### src/rtl/cpu_types_pkg.sv
// Shared CPU types: machine word, fetch-stage state encoding and PC stride.
package cpu_types_pkg;
  typedef logic [31:0] word_t;

  typedef enum logic [1:0] {
    FETCH = 2'd0,
    DRAIN = 2'd1,
    HALT  = 2'd2
  } fetch_state_t;

  localparam word_t PC_STEP = 32'd4;
endpackage

### src/rtl/fetch_stage.sv
// IF stage: owns the PC, drives the icache request and feeds IF/ID.
// Redirects that land mid-miss are parked in pendPc until the miss drains.
module fetch_stage
  import cpu_types_pkg::*;
#(
  parameter word_t PC_INIT = 32'h0000_0000,
  parameter int    CNT_W   = 32
) (
  input  logic             CLK,
  input  logic             RST,
  input  logic             ihit,
  input  logic [31:0]      imemload,
  input  logic             stall,
  input  logic             redirect,
  input  logic [31:0]      redirect_pc,
  input  logic             halt,
  output logic             iREN,
  output logic [31:0]      imemaddr,
  output logic [31:0]      instr_o,
  output logic [31:0]      npc_o,
  output logic             if_id_EN,
  output logic             if_id_flush,
  output logic [CNT_W-1:0] fetch_cnt
);

  word_t            pc, pcNext;
  word_t            pendPc, pendPcNext;
  fetch_state_t     state, stateNext;
  logic [CNT_W-1:0] cntNext;

  assign imemaddr = pc;
  assign npc_o    = pc + PC_STEP;
  assign instr_o  = imemload;

  always_ff @(posedge CLK) begin
    if (RST) begin
      pc        <= PC_INIT;
      state     <= FETCH;
      pendPc    <= '0;
      fetch_cnt <= '0;
    end else begin
      pc        <= pcNext;
      state     <= stateNext;
      pendPc    <= pendPcNext;
      fetch_cnt <= cntNext;
    end
  end

  always_comb begin
    iREN        = 1'b0;
    if_id_EN    = 1'b0;
    if_id_flush = 1'b0;
    pcNext      = pc;
    stateNext   = state;
    pendPcNext  = pendPc;
    cntNext     = fetch_cnt;
    unique case (state)
      FETCH: begin
        iREN = 1'b1;
        if (halt) begin
          stateNext = HALT;
        end else if (redirect) begin
          if_id_flush = 1'b1;
          if (ihit) begin
            pcNext = redirect_pc;
          end else begin
            // leave the outstanding request alone; retarget once it returns
            pendPcNext = redirect_pc;
            stateNext  = DRAIN;
          end
        end else if (stall) begin
          // hold; a hit here is simply refetched after the stall
        end else if (ihit) begin
          pcNext   = pc + PC_STEP;
          if_id_EN = 1'b1;
          cntNext  = fetch_cnt + CNT_W'(1);
        end else begin
          if_id_flush = 1'b1;
        end
      end
      DRAIN: begin
        iREN        = 1'b1;
        if_id_flush = 1'b1;
        if (halt) begin
          stateNext = HALT;
        end else begin
          if (redirect) pendPcNext = redirect_pc;
          if (ihit) begin
            pcNext    = redirect ? redirect_pc : pendPc;
            stateNext = FETCH;
          end
        end
      end
      HALT: begin
      end
      default: stateNext = FETCH;
    endcase
    if (RST) begin
      iREN        = 1'b0;
      if_id_EN    = 1'b0;
      if_id_flush = 1'b1;
    end
  end

endmodule

### config.mk
export PLATFORM = sky130hd
export DESIGN_NAME = fetch_stage
export DESIGN_NICKNAME = d
export VERILOG_FILES = /design/src/rtl/cpu_types_pkg.sv /design/src/rtl/fetch_stage.sv
export SDC_FILE = /design/constraint.sdc
export NUM_CORES = 1
export LEC_CHECK = 0
export CAP_MARGIN = 15
export CORE_UTILIZATION = 45
export CTS_CLUSTER_DIAMETER = 80
export DETAILED_ROUTE_END_ITERATION = 7
export GPL_TIMING_DRIVEN = 0
export PLACE_DENSITY = 0.82
export SLEW_MARGIN = 20
export SYNTH_ARGS = -nofsm -noshare
export SYNTH_HDL_FRONTEND = slang
export SYNTH_SLANG_ARGS = --single-unit
### constraint.sdc
create_clock -name CLK -period 2.5 [get_ports CLK]
set_input_delay 0.25 -clock CLK [delete_from_list [all_inputs] [get_ports CLK]]
set_output_delay 0.25 -clock CLK [all_outputs]
set_load 0.05 [all_outputs]
==> results of run 1 <==
per-layer routing:
layer	up-vias	global-route usage	share of wire
met2	452	0.471	0.45
met1	2928	0.376	0.39
met3	85	0.0653	0.11
met5	-	0	0
li1	2972	-	-
met4	0	0.174	0.043
cell type report:
class / count / area (um^2) / area share
clock buffers: 10 / 229 / 0.0283
clock inverters: 6 / 48.8 / 0.00604
repair buffers: 184 / 1750 / 0.216
plain buffers: 81 / 447 / 0.0553
diodes: 1 / 2.50 / 0.000310
flip-flops and latches: 98 / 2010 / 0.249
multi-input cells: 546 / 3350 / 0.414
well taps: 147 / 184 / 0.0228
inverters: 17 / 63.8 / 0.00790
cell families (layout without fill, tap and decap cells):
kind of cell / Yosys count / in the layout / synth area share
compound gates: 169 / 169 / 0.180
other cells: 0 / 1 / 0
fa+ha+maj: 2 / 2 / 0.00452
simple gates: 318 / 318 / 0.274
mux: 9 / 9 / 0.0169
buf+inv: 105 / 298 / 0.0944
xor+xnor: 48 / 48 / 0.0759
flops: 98 / 98 / 0.354
state kept, by name, indices dropped and copies added (netlist names):
name	flops
fetch_cnt	32
imemaddr	32
pendPc	32
state	2
worst min path at each step:
stage / endpoint / from / cells past startpoint / slack [ps]
global route: state[0] / ihit / 2 / 400
floorplan: state[0] / ihit / 1 / 340
detailed placement: pendPc[18] / pendPc[18] / 2 / 440
finish: state[0] / ihit / 2 / 390
CTS: state[0] / ihit / 2 / 340
global placement: pendPc[18] / pendPc[18] / 2 / 440
what timing repair did:
action | in CTS | in global routing
setup buffers | 10 | 6
hold buffers | 0 | 0
endpoints found under the setup margin | 43 | 38
resized for setup | 133 | 43
pin swaps | 5 | 4
through the flow:
stage          worst slack (ps)  area (um^2)  TNS, ps
6_report                   18.4         8080        0
5_1_grt                   -19.3         8080    -48.0
4_1_cts                   -81.7         7940    -81.7
3_5_place_dp               -677         7580   -25200
3_3_place_gp               -691         7580   -23280
2_1_floorplan             -43.6         5720    -92.3
worst max-delay path, delay by kind of cell (launching register included):
family                 cells  cell delay (ps)
buffers and inverters      3              560
AND/OR/NAND/NOR            3              620
XOR/XNOR                   1              290
flip-flops                 1              400
power by group through the flow:
stage / Sequential, uW / Combinational (uW) / Clock [uW]
global placement: 1690 / 818 / 0
detailed placement: 1690 / 826 / 0
floorplan: 1760 / 447 / 0
global route: 1670 / 865 / 1410
CTS: 1660 / 811 / 1330
finish: 1660 / 831 / 1340
cells in the mapped netlist (3+ instances only):
cell       instances  area [um^2]
a2bb2oi_1          3         26.3
dfxtp_1           98         1960
nand4_1           21          131
nand2_1          127          477
and4_1            10         87.6
o21a_1             3         22.5
xor2_1            20          175
or4_1              5         37.5
o31ai_1            4         30.0
nand3_1           30          150
a31oi_1            7         43.8
inv_1             17         63.8
nor3_1            16         80.1
o31a_1             5         43.8
o32ai_1            4         35.0
a21oi_1           71          355
mux2_2             3         33.8
nor2_1            57          214
o211ai_1           4         30.0
and2_1             3         18.8
o22ai_1            4         25.0
buf_4             34          255
mux2i_1            6         60.1
o21ai_0           45          225
a221oi_1           4         35.0
a211oi_1           4         30.0
clkbuf_1          51          191
xnor2_1           28          245
and3_1            13         81.3
or3_1             18          113
nor4_1            11         68.8
==> run summary, run 1 <==
status -> finished, final reports clean
Gate power share -> 0.217
most frequent cells in the layout -> 139 x clkdlybuf4s50_1, 125 x nand2_1, 78 x dfxtp_1
Mapped Avg Cell Area -> 7.39 um^2
most common cell after layout, fill and taps aside -> clkdlybuf4s50_1
Final Hold Viols -> 0
CTS H-tree lvls -> 3
Placer Congestion -> 0.975
starting density of the core -> 0.461
sequential area share after synthesis -> 0.354
Tmin final -> 2480 ps
synth unique cells -> 49
Vias/cell -> 5.91
I/O Buffers -> 168
EDFF count, synth -> 0
Tot Pwr -> 3830 uW
site row count -> 40
worst-skew pair later-pin latency -> 350 ps
max-slew violation count -> 0
# DRC -> 0
slew margin rel. -> 0.511
post-layout util -> 0.673
Worst-path clk slew -> 70 ps
maxcap violations -> 0
crit-path max cell delay -> 400 ps
CP Cell Sequence -> nand4_1, buf_4, nor4_4, buf_4, nand4_1, xnor2_2, buf_6
Yosys warning count -> 0
Critical Path Slowest Stage Cell -> dfxtp_4
reg-to-reg endpoint -> fetch_cnt[30]
first-pass GRT wire length -> 29,600 um
Final nets -> 1,009
hold_ws -> 395 ps
#FFs+latches synth -> 98
share of layout cells above drive strength 1 -> 0.165
syn_nets -> 821
Layout Cells excl Fill -> 1,090
chip height -> 113 um
Die Wd -> 113 um
final cycle utilization of the critical path -> 0.993
pwr dens -> 474 nW/um^2
DRT iter0 DRCs -> 685
drt first pass iters -> 5
worst r2r src -> state[0]
worst min path class -> in -> reg
critical path fanouts, max -> 7
wire length per cell -> 18.0 um
worst vdd ir -> 0.272 mV
fraction of registers with async set or reset after synthesis -> 0
DP Wirelength -> 13,900 um
root buffer cell -> clkbuf_16
vias -> 6,437
reg2reg path depth -> 6
ys flop type -> dfxtp_1
CP startpoint -> imemaddr[13]
Net Switching -> 1250 uW
initial antenna violation count -> 1
LEAKAGE -> 0.00304 uW
clock group share of total power -> 0.350
worst clock skew -> 8.28 ps
area of the mapped netlist -> 5540 um^2
GR Util All Layers -> 0.298
CP Capture Type -> primary output
Filler Cells Inserted -> 1,026
number of global-route vias before repair -> 5,766
final WL -> 19,600 um
worst-margin pin slew -> 733 ps
Sink Count -> 98
Boundary Pins -> 201
clk buf depth -> 2
sw frac -> 0.326
P_int -> 2580 uW
Syn Inst Count -> 749
Final Setup Violations -> 0
CTS tree -> built
Worst Setup Path Type -> reg -> out
core area -> 12,000 um^2
CTS buffer count -> 9
largest net degree at the start of global routing -> 18
FF-to-FF setup slack -> 50 ps
aggregate global routing overflow -> 0
cell total after placement -> 1,064
fmax -> 403 MHz
CP Data Required Time -> 2250 ps
WP data arrival -> 2230 ps
CP Launch Type -> flop
sequential share of power -> 0.433
Setup crit end -> npc_o[29]
Area growth syn-to-layout -> 45.9%
DRT antenna net count -> 0
Die ar. -> 12,800 um^2
Note: power is estimated with default switching activity, not from simulation.
==> run 2, diff against run 1 <==
--- a/config.mk
+++ b/config.mk
@@ -6,11 +6,11 @@
 export NUM_CORES = 1
 export LEC_CHECK = 0
 export CAP_MARGIN = 15
-export CORE_UTILIZATION = 45
+export CORE_UTILIZATION = 41
 export CTS_CLUSTER_DIAMETER = 80
 export DETAILED_ROUTE_END_ITERATION = 7
 export GPL_TIMING_DRIVEN = 0
-export PLACE_DENSITY = 0.82
+export PLACE_DENSITY = 0.78
 export SLEW_MARGIN = 20
 export SYNTH_ARGS = -nofsm -noshare
 export SYNTH_HDL_FRONTEND = slang
==> constraint.sdc (replaced) <==
create_clock -name CLK -period 2.1 [get_ports CLK]
set_input_delay 0.21 -clock CLK [delete_from_list [all_inputs] [get_ports CLK]]
set_output_delay 0.21 -clock CLK [all_outputs]
set_load 0.05 [all_outputs]
==> run 2 against run 1 <==
  * Worst hold slack got worse by 14 ps
  * Worst setup slack got worse by 300 ps
  * Critical path type unchanged
  * Critical path depth rose by 2
  * Final area is 16% higher
  * The flow now finishes with violations (negative setup slack)
  * Sequential power is 18% higher
  * Clock skew barely moved
  * Highest routed layer unchanged
==> run summary, run 2 (synthesis results as in run 1) <==
Tot Pwr -> 4630 uW (+21%)
LEAKAGE -> 0.00366 uW (+20%)
Worst-path clk slew -> 70 ps (about the same)
CP Data Required Time -> 1890 ps (-360 ps)
worst min path class -> in -> reg
fmax -> 421 MHz
chip height -> 118 um (+4.7%)
Final Hold Viols -> 0 (unchanged)
status -> complete, but fails checks
worst-skew pair later-pin latency -> 350 ps (about the same)
CTS buffer count -> 9 (unchanged)
share of layout cells above drive strength 1 -> 0.311 (+0.146)
aggregate global routing overflow -> 0 (unchanged)
Final Setup Violations -> 23 (+23)
most frequent cells in the layout -> 133 x clkdlybuf4s50_1, 125 x nand2_1, 100 x buf_4
initial antenna violation count -> 2 (+1)
WP data arrival -> 2170 ps (-60 ps)
drt first pass iters -> 6 (+1)
worst vdd ir -> 0.420 mV (+54%)
Layout Cells excl Fill -> 1,182 (+8.4%)
Die ar. -> 14,000 um^2 (+9.6%)
largest net degree at the start of global routing -> 16 (-2)
root buffer cell -> clkbuf_16
starting density of the core -> 0.420 (-0.0412)
slew margin rel. -> 0.460 (-0.0514)
Worst Setup Path Type -> reg -> out
CP Launch Type -> flop
final worst slack -> -278 ps (-296 ps)
# DRC -> 0 (unchanged)
Tmin final -> 2380 ps
Final nets -> 1,071 (+6.1%)
I/O Buffers -> 168 (unchanged)
final cycle utilization of the critical path -> 1.13
CTS tree -> built
clk buf depth -> 2 (unchanged)
cell total after placement -> 1,093 (+2.7%)
core area -> 13,200 um^2 (+9.8%)
Sink Count -> 98 (unchanged)
Area growth syn-to-layout -> 69.1%
final WL -> 22,700 um (+16%)
maxcap violations -> 0 (unchanged)
failing checks -> negative setup slack
RSZ-0062 raised after global routing -> true
vias -> 7,068 (+9.8%)
site row count -> 42 (+5.0%)
Placer Congestion -> 0.967 (-0.79%)
first-pass GRT wire length -> 34,000 um (+15%)
Die Wd -> 118 um (+4.7%)
Post-CTS Hold Fix Bufs -> 0 (unchanged)
CTS H-tree lvls -> 3 (unchanged)
worst-margin pin slew -> 810 ps (+77.1 ps)
Vias/cell -> 5.98 (+1.3%)
most common cell after layout, fill and taps aside -> clkdlybuf4s50_1
DRT iter0 DRCs -> 914 (+33%)
wire length per cell -> 19.2 um (+7.1%)
Boundary Pins -> 201 (unchanged)
worst clock skew -> 7.83 ps (-0.454 ps)
DRT antenna net count -> 0 (unchanged)
pwr dens -> 495 nW/um^2 (+4.3%)
max-slew violation count -> 0 (unchanged)
critical path fanouts, max -> 3 (-4)
number of global-route vias before repair -> 6,457 (+12%)
GR Util All Layers -> 0.311 (+0.0123)
CP Capture Type -> primary output
DP Wirelength -> 14,200 um (+2.2%)
post-layout util -> 0.710 (+0.0373)
==> run 2: worst paths after layout <==
kind | start | endpoint | slack (ps) | cells after the start
hold reg to reg | pendPc[1] | pendPc[1] | 450 | 2
hold / removal | ihit | state[0] | 380 | 2
setup / recovery | imemaddr[12] | npc_o[27] | -280 | 9
setup reg to reg | state[0] | fetch_cnt[30] | -140 | 5
==> run 2: area by class of cell <==
cell class              count  area, um^2
well taps                 176         220
clock inverters             3        15.0
inverters                  17        63.8
fillers                   982        3820
clock buffers              13         260
flip-flops and latches     98        2100
diodes                      2        5.00
plain buffers              77         487
repair buffers            250        2390
multi-input cells         546        3820
==> run 2: critical path, cell delays in order (launching register included) <==
cell     delay, ps
dfxtp_4        350
nand4_1        140
buf_6          170
nor4_4         290
buf_4          190
buf_6          100
nand4_1        120
buf_6          170
xnor2_4        120
buf_6          170
==> run 2: per-layer routing <==
metal | GRT usage | vias up | wire (um)
li1 | - | 3105 | -
met4 | 0.196 | 0 | 1550
met3 | 0.0685 | 150 | 2680
met5 | 0 | - | 0
met1 | 0.387 | 3248 | 8290
met2 | 0.486 | 565 | 10200
==> run 2: metrics by stage <==
stage	TNS (ps)	area (um^2)	hold WS (ps)	worst slack, ps
after floorplan	-1390	6130	289	-220
after global placement	-65010	8030	438	-1020
after detailed placement	-67020	8030	442	-1010
after CTS	-2560	9110	377	-264
after global routing	-4890	9370	396	-372
final	-2480	9370	381	-278
==> run 2: where the power goes <==
| part | internal (uW) | leakage [uW] | switching [uW] |
|---|---|---|---|
| Sequential | 1880 | 0.000827 | 75.2 |
| Clock | 864 | 0.000139 | 717 |
| Combinational | 415 | 0.00270 | 681 |
==> run 2: what timing repair did <==
action	CTS	global route
setup buffers	61	24
endpoints found under the setup margin	109	72
pin swaps	50	30
resized for setup	278	59
